## src/rtl/truth_table_scanner_pkg.sv

```systemverilog
// Shared types and sizing helpers for the truth-table scanner.
package tt_pkg;

    typedef enum logic [1:0] {
        IDLE   = 2'd0,
        APPLY  = 2'd1,
        SAMPLE = 2'd2,
        FINISH = 2'd3
    } tt_state_t;

    localparam int N_IN_MAX   = 6;
    localparam int SETTLE_MAX = 15;
    localparam int SETTLE_W   = 4;

    // Widths for the default 4-input build; parameterised blocks use the helpers.
    localparam int N_IN_DEF = 4;
    localparam int TT_W     = 1 << N_IN_DEF;
    localparam int CNT_W    = N_IN_DEF + 1;

    function automatic int tt_w(input int n);
        return 1 << n;
    endfunction

    function automatic int cnt_w(input int n);
        return n + 1;
    endfunction

endpackage

```

## src/rtl/truth_table_scanner_if.sv

```systemverilog
// Bundle between the scanner and whoever drives it. The master side also
// hosts the function under test, so it owns dut_y and consumes dut_in.
interface truth_table_scanner_if #(parameter int N_IN = 4);
    import tt_pkg::*;

    localparam int TBL_W = tt_w(N_IN);
    localparam int CW    = cnt_w(N_IN);

    logic             start;
    logic [TBL_W-1:0] expected;
    logic [N_IN-1:0]  dut_in;
    logic             dut_y;
    logic             busy;
    logic             done;
    logic [TBL_W-1:0] table_out;
    logic [TBL_W-1:0] mismatch_mask;
    logic [CW-1:0]    mismatch_count;
    logic             pass;

    modport master (
        output start, expected, dut_y,
        input  dut_in, busy, done, table_out, mismatch_mask, mismatch_count, pass
    );

    modport slave (
        input  start, expected, dut_y,
        output dut_in, busy, done, table_out, mismatch_mask, mismatch_count, pass
    );

endinterface

```

## src/rtl/truth_table_scanner_popcount.sv

```systemverilog
// Combinational population count used for the mismatch tally.
module tt_popcount #(
    parameter int W  = 16,
    parameter int CW = 5
) (
    input  logic [W-1:0]  bits,
    output logic [CW-1:0] count
);

    // Ripple sum of all set bits; W is at most 64 so this stays shallow enough.
    always_comb begin
        count = '0;
        for (int i = 0; i < W; i++) begin
            count = count + CW'(bits[i]);
        end
    end

endmodule

```

## src/rtl/truth_table_scanner.sv

```systemverilog
// Sweeps every input combination of an external Boolean function, captures
// its truth table and compares it against a latched expected table.
//
// state  | meaning
// IDLE   | waiting for start, dut_in parked at 0
// APPLY  | dut_in = idx, waiting out the settle time
// SAMPLE | dut_in = idx, dut_y captured into work[idx] at the edge
// FINISH | one-cycle done pulse, results visible; start here chains a scan
module truth_table_scanner
    import tt_pkg::*;
#(
    parameter int N_IN   = 4,
    parameter int SETTLE = 1
) (
    input logic                 clk,
    input logic                 reset,
    truth_table_scanner_if.slave bus
);

    localparam int TBL_W = tt_w(N_IN);
    localparam int CW    = cnt_w(N_IN);

    localparam logic [N_IN-1:0]     IDX_LAST    = '1;
    localparam logic [SETTLE_W-1:0] SETTLE_LAST = (SETTLE == 0) ? '0 : SETTLE_W'(SETTLE - 1);
    // With no settle time the APPLY slot collapses and each vector is a single SAMPLE cycle.
    localparam tt_state_t           FIRST_ST    = (SETTLE == 0) ? SAMPLE : APPLY;

    tt_state_t           state, state_nxt;
    logic [N_IN-1:0]     idx, idx_nxt;
    logic [SETTLE_W-1:0] settle_cnt, settle_nxt;
    logic [TBL_W-1:0]    work, work_nxt;
    logic [TBL_W-1:0]    exp_q;
    logic [N_IN-1:0]     dut_in_q;
    logic [TBL_W-1:0]    table_q;
    logic [TBL_W-1:0]    mask_q;
    logic [CW-1:0]       count_q;
    logic                pass_q;
    logic                accept;
    logic                last_sample;
    logic [TBL_W-1:0]    diff;
    logic [CW-1:0]       pc_count;

    // Compare against the table including the bit being sampled this cycle,
    // so the results can be registered on the same edge that enters FINISH.
    assign diff = work_nxt ^ exp_q;

    tt_popcount #(
        .W  (TBL_W),
        .CW (CW)
    ) u_popcount (
        .bits  (diff),
        .count (pc_count)
    );

    // Next-state, index, settle and working-table logic.
    always_comb begin
        state_nxt   = state;
        idx_nxt     = idx;
        settle_nxt  = settle_cnt;
        work_nxt    = work;
        accept      = 1'b0;
        last_sample = 1'b0;
        case (state)
            IDLE, FINISH: begin
                if (state == FINISH) begin
                    state_nxt = IDLE;
                end
                if (bus.start) begin
                    accept     = 1'b1;
                    state_nxt  = FIRST_ST;
                    idx_nxt    = '0;
                    settle_nxt = '0;
                    work_nxt   = '0;
                end
            end
            APPLY: begin
                if (settle_cnt == SETTLE_LAST) begin
                    settle_nxt = '0;
                    state_nxt  = SAMPLE;
                end else begin
                    settle_nxt = settle_cnt + SETTLE_W'(1);
                end
            end
            SAMPLE: begin
                work_nxt[idx] = bus.dut_y;
                if (idx == IDX_LAST) begin
                    last_sample = 1'b1;
                    state_nxt   = FINISH;
                end else begin
                    idx_nxt   = idx + N_IN'(1);
                    state_nxt = FIRST_ST;
                end
            end
            default: state_nxt = IDLE;
        endcase
    end

    // Sequencer state and the registered dut_in drive.
    always_ff @(posedge clk or posedge reset) begin
        if (reset) begin
            state      <= IDLE;
            idx        <= '0;
            settle_cnt <= '0;
            work       <= '0;
            dut_in_q   <= '0;
        end else begin
            state      <= state_nxt;
            idx        <= idx_nxt;
            settle_cnt <= settle_nxt;
            work       <= work_nxt;
            dut_in_q   <= (state_nxt == APPLY || state_nxt == SAMPLE) ? idx_nxt : '0;
        end
    end

    // Expected-table latch and result registers; results clear on acceptance
    // except table_out, which holds until the next capture.
    always_ff @(posedge clk or posedge reset) begin
        if (reset) begin
            exp_q   <= '0;
            table_q <= '0;
            mask_q  <= '0;
            count_q <= '0;
            pass_q  <= 1'b0;
        end else if (accept) begin
            exp_q   <= bus.expected;
            mask_q  <= '0;
            count_q <= '0;
            pass_q  <= 1'b0;
        end else if (last_sample) begin
            table_q <= work_nxt;
            mask_q  <= diff;
            count_q <= pc_count;
            pass_q  <= (pc_count == '0);
        end
    end

    assign bus.dut_in         = dut_in_q;
    assign bus.busy           = (state == APPLY) || (state == SAMPLE);
    assign bus.done           = (state == FINISH);
    assign bus.table_out      = table_q;
    assign bus.mismatch_mask  = mask_q;
    assign bus.mismatch_count = count_q;
    assign bus.pass           = pass_q;

endmodule
```

## src/flat_wrapper.sv

```systemverilog
// flat-port wrapper written by rule: the top's interface ports become plain ports
module truth_table_scanner_flat import tt_pkg::*;
#(
    parameter int N_IN   = 4,
    parameter int SETTLE = 1
)
  (clk, reset, bus_start, bus_expected, bus_dut_y, bus_dut_in, bus_busy, bus_done, bus_table_out, bus_mismatch_mask, bus_mismatch_count, bus_pass);
  truth_table_scanner_if #(.N_IN(N_IN)) bus_i ();
  input logic clk;
  input logic reset;
  input wire logic [$bits(bus_i.start)-1:0] bus_start;
  input wire logic [$bits(bus_i.expected)-1:0] bus_expected;
  input wire logic [$bits(bus_i.dut_y)-1:0] bus_dut_y;
  output wire logic [$bits(bus_i.dut_in)-1:0] bus_dut_in;
  output wire logic [$bits(bus_i.busy)-1:0] bus_busy;
  output wire logic [$bits(bus_i.done)-1:0] bus_done;
  output wire logic [$bits(bus_i.table_out)-1:0] bus_table_out;
  output wire logic [$bits(bus_i.mismatch_mask)-1:0] bus_mismatch_mask;
  output wire logic [$bits(bus_i.mismatch_count)-1:0] bus_mismatch_count;
  output wire logic [$bits(bus_i.pass)-1:0] bus_pass;
  assign bus_i.start = bus_start;
  assign bus_i.expected = bus_expected;
  assign bus_i.dut_y = bus_dut_y;
  assign bus_dut_in = bus_i.dut_in;
  assign bus_busy = bus_i.busy;
  assign bus_done = bus_i.done;
  assign bus_table_out = bus_i.table_out;
  assign bus_mismatch_mask = bus_i.mismatch_mask;
  assign bus_mismatch_count = bus_i.mismatch_count;
  assign bus_pass = bus_i.pass;
  truth_table_scanner #(.N_IN(N_IN), .SETTLE(SETTLE)) u_core (.clk(clk), .reset(reset), .bus(bus_i));
endmodule
```

## config.mk

```make
export PLATFORM = sky130hd
export DESIGN_NAME = truth_table_scanner_flat
export DESIGN_NICKNAME = d
export VERILOG_FILES = /design/src/rtl/truth_table_scanner_pkg.sv /design/src/rtl/truth_table_scanner_if.sv /design/src/rtl/truth_table_scanner_popcount.sv /design/src/rtl/truth_table_scanner.sv /design/src/flat_wrapper.sv
export SDC_FILE = /design/constraint.sdc
export NUM_CORES = 1
export LEC_CHECK = 0
export ABC_AREA = 0
export BUFFER_PORTS_ARGS = -buffer_cell sky130_fd_sc_hd__buf_2
export CAP_MARGIN = 30
export CORE_AREA = 2 2 106 108
export CTS_BUF_LIST = sky130_fd_sc_hd__clkbuf_4
export DETAILED_ROUTE_END_ITERATION = 7
export DIE_AREA = 0 0 108 110
export PLACE_DENSITY_LB_ADDON = 0.1
export SLEW_MARGIN = 40
export SYNTH_ARGS = -nofsm -noshare
export SYNTH_HDL_FRONTEND = slang
export SYNTH_SLANG_ARGS = --single-unit
```

## constraint.sdc

```tcl
create_clock -name clk -period 6.42 [get_ports clk]
set_input_delay 1.284 -clock clk [delete_from_list [all_inputs] [get_ports clk]]
set_output_delay 1.284 -clock clk [all_outputs]
set_load 0.03 [all_outputs]
```

# [Word-level counts from Yosys, hierarchy flattened]
# Cells that the tools add are included.
[totals] output_inout_bits=44 register_bits=84
[op_classes] order_cmp=2 bitwise=2 n_addsub=17 mux=27 n_reduce_logical=11 eq_ne=7
[ops] operator="$add 5x1->5" count=11
[ops] operator="$mux 16" count=3
[ops] operator="$pmux 16 s2" count=1
[ops] operator="$mux 4" count=5
[ops] operator="$bwmux 16" count=1
[ops] operator="$pmux 4 s2" count=2
[ops] operator="$xor 16x16->16" count=1
[ops] operator="$mux 5" count=2
[ops] operator="$add 4x1->4 const B" count=2
[ops] operator="$mux 2" count=4
[ops] operator="$mux 1" count=7
[ops] operator="$eq 2x2->1 const B" count=3
[ops] operator="$pmux 2 s3" count=1
[ops] operator="$add 4x1->5" count=1
[ops] operator="$logic_not 5->1" count=1
[ops] operator="$lt 4x5->1 const B" count=1
[ops] operator="$add 3x1->4" count=1
[ops] operator="$demux 1 s4" count=1
[ops] operator="$eq 2x1->1 const B" count=2
[ops] operator="$eq 4x4->1 const B" count=1
[ops] operator="$ge 4x1->1 const B" count=1
[ops] operator="$logic_not 4->1" count=1
[ops] operator="$reduce_and 2->1" count=2
[ops] operator="$reduce_bool 2->1" count=2
[ops] operator="8 further kinds" count=9

# [Longest topological paths before layout]
[depth] ltp_word=25 ltp_mapped=22 mapped_depth_nobuf=20

# [Hierarchy]
# Synthesis repeated with hierarchy kept, for this count alone.
[hier_totals] hier_cells=467 hier_area_um2=4579.4
[modules_own_cells] mod="truth_table_scanner" cells_each=420 area_per_inst_um2=4171.5 seq_area_each_um2=2102.0 n_inst=1
[modules_own_cells] mod="tt_popcount" cells_each=47 area_per_inst_um2=407.9 seq_area_each_um2=0.0 n_inst=1

# [Least setup slack after synthesis]
# Ideal clock, no wire load.
[synth_path] path_kind="in2reg" start="in bus_dut_y" end="reg u_core.pass_q, in the netlist u_core.bus.pass" arrival_time_ps=5376 required_time_ps=6310 path_buffers=1 setup_slack_ps=934 stages=16 path_cell_list="and3b_1 > buf_6 > and3_4 > nor3_2 > xnor2_1 > fa_1 > fa_1 > fa_1 > inv_1 > fa_1 > inv_1 > ha_1 > fa_1 > xnor2_1 > nand2_1 > o41ai_1"
[synth_between] elab_chain_cells=21
[synth_rtl] item="start, declared" line="flat_wrapper.sv:13" text="input wire logic [$bits(bus_i.dut_y)-1:0] bus_dut_y;"
[synth_rtl] item="$bwmux 16 *" line="truth_table_scanner.sv:85" text="work_nxt[idx] = bus.dut_y;"
[synth_rtl] item="$pmux 16 s2 *" line="truth_table_scanner.sv:63" text="case (state)"
[synth_rtl] item="$xor 16x16->16 *" line="truth_table_scanner.sv:45" text="assign diff = work_nxt ^ exp_q;"
[synth_rtl] item="$add 1x1->2" line="truth_table_scanner_popcount.sv:14" text="count = count + CW'(bits[i]);"
[synth_rtl] item="$add 2x1->3" line="truth_table_scanner_popcount.sv:14"
[synth_rtl] item="$add 3x1->4" line="truth_table_scanner_popcount.sv:14"
[synth_rtl] item="$add 4x1->5" line="truth_table_scanner_popcount.sv:14"
[synth_rtl] item="$add 5x1->5 (10 in a row)" line="truth_table_scanner_popcount.sv:14"
[synth_rtl] item="$add 5x1->5 *" line="truth_table_scanner_popcount.sv:14"
[synth_rtl] item="$logic_not 5->1 *" line="truth_table_scanner.sv:133" text="pass_q <= (pc_count == '0);"
[synth_rtl] item="$mux 1 *" line="truth_table_scanner.sv:129" text="end else if (last_sample) begin"
[synth_rtl] item="$mux 1 *" line="truth_table_scanner.sv:124" text="end else if (accept) begin"
[synth_rtl] item="end signal, assigned" line="truth_table_scanner.sv:133"
[synth_rtl] item="end, declared" line="truth_table_scanner.sv:37" text="logic pass_q;"
# Every way passes the cells marked *; elsewhere a longest branch is shown, timed or not. The select of a mux whose other input is x is not followed.
# A chain may end at the register's enable or synchronous reset.

# [Worst setup path in the final report]
[layout_path] start="reg u_core.state[1]" end="reg u_core.pass_q, in the netlist u_core.bus.pass"
[layout_between] elab_chain_cells=22
[layout_rtl] item="start, declared" line="truth_table_scanner.sv:28" text="tt_state_t state, state_nxt;"
[layout_rtl] item="start signal, assigned" line="truth_table_scanner.sv:107" text="state <= state_nxt;"
[layout_rtl] item="$eq 2x2->1 / $logic_not 2->1 (equally long branches)" line="truth_table_scanner.sv:63"
[layout_rtl] item="$reduce_or 2->1" line="truth_table_scanner.sv:63"
[layout_rtl] item="$pmux 16 s2" line="truth_table_scanner.sv:63"
[layout_rtl] item="$xor 16x16->16" line="truth_table_scanner.sv:45"
[layout_rtl] item="$add 1x1->2" line="truth_table_scanner_popcount.sv:14"
[layout_rtl] item="$add 2x1->3" line="truth_table_scanner_popcount.sv:14"
[layout_rtl] item="$add 3x1->4" line="truth_table_scanner_popcount.sv:14"
[layout_rtl] item="$add 4x1->5" line="truth_table_scanner_popcount.sv:14"
[layout_rtl] item="$add 5x1->5 (11 in a row)" line="truth_table_scanner_popcount.sv:14"
[layout_rtl] item="$logic_not 5->1" line="truth_table_scanner.sv:133"
[layout_rtl] item="$mux 1" line="truth_table_scanner.sv:129"
[layout_rtl] item="$mux 1" line="truth_table_scanner.sv:124"
# Parallel ways exist; a longest one is shown, timed or not. The select of a mux whose other input is x is not followed.

==> flow_metrics.env <==
export IMPL_fin_total_pwr_mw=2.65
export IMPL_worstPathArrival_ns=6.28
export IMPL_remaining_drc_errors=0
export IMPL_grt_pass1_wl_mm=19.8
export IMPL_num_vias=3720
export IMPL_post_drt_wl_per_cell_um=17.3
export IMPL_antenna_found_initial=0
export IMPL_yosys_area_share_xor_xnor=0.0332
export IMPL_min_path_cells=2
export IMPL_syn_avg_cell_area_um2=9.70
export IMPL_finalHoldViolCount=0
export IMPL_synth_top_family_by_area="simple AND/OR/NAND/NOR gates"
export IMPL_first_pass_iters=4
export IMPL_cap_violations=0
export IMPL_hold_buffers=0
export IMPL_cts_post_setup_buffers_inserted=0
export IMPL_startpoint_type="flip-flop"
export IMPL_critical_path_top_delay_family="adder cells"
export IMPL_maxSlewViolCount=0
export IMPL_reg2reg_from="u_core.state[1]"
export IMPL_core_um2=10700
export IMPL_drt_iter0_drc=204
export IMPL_clock_latency_ns=0.47
export IMPL_synthCells=490
export IMPL_synth_compound_area_frac=0.177
export IMPL_antenna_left=0
export IMPL_crit_type="reg -> reg"
export IMPL_cts_tree="done"
export IMPL_rsz0062_at_grt="no"
export IMPL_finalSetupTns_ns=0
export IMPL_routed_wl_mm=12.0
export IMPL_outcome="finished clean"
export IMPL_synthAdderAreaFrac=0.0842
export IMPL_power_switching_mw=1.23
export IMPL_grt_util_all_layers=0.221
export IMPL_drive_gt1_frac=0.217
export IMPL_max_freq_mhz=169
export IMPL_layout_common_cells="84 x dfrtp_1, 73 x nand2_1, 63 x buf_2"
export IMPL_fin_cells=692
export IMPL_internal_power_mw=1.42
export IMPL_period_needed_ns=5.92
export IMPL_ys_types=54
export IMPL_synthSimpleGateAreaFrac=0.196
export IMPL_grt_ovfl_total=0
export IMPL_start_util=0.444
export IMPL_fin_area_um2=5330
export IMPL_slew_limit_headroom=0.510
export IMPL_switching_share=0.465
export IMPL_reg2reg_depth=17
export IMPL_finalSetupViolations=0
export IMPL_end_kind="flip-flop"
export IMPL_clock_root_buffer="clkbuf_4"
export IMPL_final_seq_area_um2=2100
export IMPL_startpoint="u_core.state[1]"
export IMPL_crit_buf_inv=4
export IMPL_placed_cells=676
export IMPL_cts_resized=0
export IMPL_hp_class="reg -> reg"
export IMPL_rows=38
export IMPL_port_buffers=63
export IMPL_num_fill_cells=1038
export IMPL_pwr_share_comb=0.608
export IMPL_clockBufferDepth=2
export IMPL_synth_seq_area_share=0.442
export IMPL_power_density_nw_per_um2=496
export IMPL_dpl_cell_area_um2=5170
export IMPL_pwr_share_clk=0.135
export IMPL_cts_htree_levels=3
export IMPL_slowest_stage="ha_1"
export IMPL_ir_worst_vdd_mv=0.751
export IMPL_fp_dieW_um=108
export IMPL_critPathMaxFanout=19
export IMPL_routabilityCongestion=0.772
export IMPL_slowest_delay_ns=0.62
export IMPL_synthesis_nets=536
export IMPL_worst_pin_slew_ns=0.735
export IMPL_clock_sinks=84
export IMPL_p_seq_frac=0.257
export IMPL_vias_per_cell=5.38
export IMPL_dieHeight_um=110
export IMPL_grt_max_degree=84
export IMPL_synth_area_mux_share=0.00974
export IMPL_die_area_um2=11900
export IMPL_final_common_cell="dfrtp_1"
export IMPL_crit_cells=17
export IMPL_multi_input_area_um2=2380
export IMPL_crit_chain="inv_1 -> ha_1 -> inv_1 -> a21boi_0 -> nor3_2 -> xnor2_1 -> fa_1 -> fa_1 -> fa_1 -> inv_1 -> fa_1 -> inv_1 -> ha_1 -> fa_1 -> xnor2_1 -> nand2_1 -> o41ai_1"
export IMPL_dp_hpwl_mm=8.11
export IMPL_antenna_cells=0
export IMPL_yosysWarnings=0
export IMPL_skew_ns=0.0167
export IMPL_hp_start="u_core.bus.pass"
export IMPL_grt_pass1_vias=3739
export IMPL_crit_top_cell="fa_1"
export IMPL_cp_required_ns=6.79
export IMPL_nNetsFinal=593
export IMPL_synth_seq_cells=84
export IMPL_cts_clk_slew_worst_paths_ns=0.13
export IMPL_cts_buffers_inserted=9
export IMPL_period_share=0.922
export IMPL_p_leak_nw=2.80
export IMPL_syn_area_um2=4750
export IMPL_io_pins=64
export IMPL_whs_ns=0.527
export IMPL_areaGrowthSynthToFinish_pct=12.2
[sequential cells by signal, indices dropped and copies added, names as in the netlist]
register                   count
u_core.bus.dut_in              4
u_core.bus.mismatch_count      5
u_core.bus.mismatch_mask      16
u_core.bus.pass                1
u_core.bus.table_out          16
u_core.exp_q                  16
u_core.idx                     4
u_core.settle_cnt              4
u_core.state                   2
u_core.work                   16
[final timing paths]
check	to	slack [ns]
hold / removal	u_core.bus.pass	0.53
max in group asynchronous	u_core.exp_q[14]	4.93
hold reg to reg	u_core.bus.pass	0.53
setup reg to reg	u_core.bus.pass	0.50
min in group asynchronous	u_core.bus.table_out[2]	0.64
setup / recovery	u_core.bus.pass	0.50
[routing by layer]
| layer | part of all wire | track usage |
|---|---|---|
| met5 | 0 | 0 |
| met4 | 0.016 | 0.0907 |
| met3 | 0.048 | 0.0388 |
| met2 | 0.46 | 0.346 |
| met1 | 0.47 | 0.305 |
[through the flow]
step                 util  setup slack, ns
finish              0.499            0.504
global route        0.499           0.0701
CTS                 0.498            0.510
detailed placement  0.484            0.312
global placement    0.483            0.471
floorplan               -            0.934
[worst min-delay path, stage by stage (launching register included)]
cell and delay [ns]:
dfrtp_1 0.37, nand3_1 0.07, o41ai_1 0.06
[power groups by stage]
stage,Sequential [mW],Combinational (mW),Clock [mW]
after detailed placement,0.691,1.61,0
after floorplan,0.670,1.26,0
after CTS,0.681,1.63,0.366
after global placement,0.690,1.54,0
final,0.681,1.61,0.356
after global routing,0.693,1.92,0.388
[synth_stat cells, drive strengths merged]
master	n	share of area
nor2b	2	0.0026
nor3b	4	0.0074
a21o	5	0.0079
nor3	11	0.022
nand3	13	0.015
mux2	2	0.0055
nand4bb	1	0.0024
and3	14	0.023
a31oi	5	0.0066
clkbuf	9	0.0071
xor2	6	0.011
o2bb2ai	3	0.0055
or3	1	0.0013
o22ai	5	0.0066
nand2b	3	0.0039
fa	10	0.042
nor2	48	0.038
and3b	1	0.0018
and4	2	0.0037
o211a	1	0.0021
nand4	1	0.0013
a211oi	16	0.036
ha	16	0.042
o32ai	1	0.0034
o21bai	1	0.0016
o21ai	22	0.023
o311a	10	0.021
buf	16	0.022
nand3b	8	0.013
o31ai	2	0.0032
a22oi	2	0.0032
a2111oi	1	0.0058
and2b	1	0.0016
o41ai	1	0.0018
o2111a	1	0.0024
inv	35	0.028
mux2i	2	0.0042
a21boi	14	0.022
a21oi	24	0.025
nand2	73	0.058
and2	1	0.0013
xnor2	12	0.022
dfrtp	84	0.44
[cell families (layout without fill, tap and decap cells)]
kind of cell    count (synthesis)  in the layout
mux                             4              4
buf+inv                        60            122
compound gates                114            114
simple gates                  184            184
xor+xnor                       18             18
flops                          84             84
fa+ha+maj                      26             26
[cell type report]
cell class                 instances  share of cell area
tap                              140              0.0328
inverter                          35              0.0249
multi-input combinational        346               0.447
clock buffer                      11              0.0155
timing repair buffer              71              0.0715
clock inverter                     5              0.0143
sequential                        84               0.394
Power figures use the tool's default switching activity.
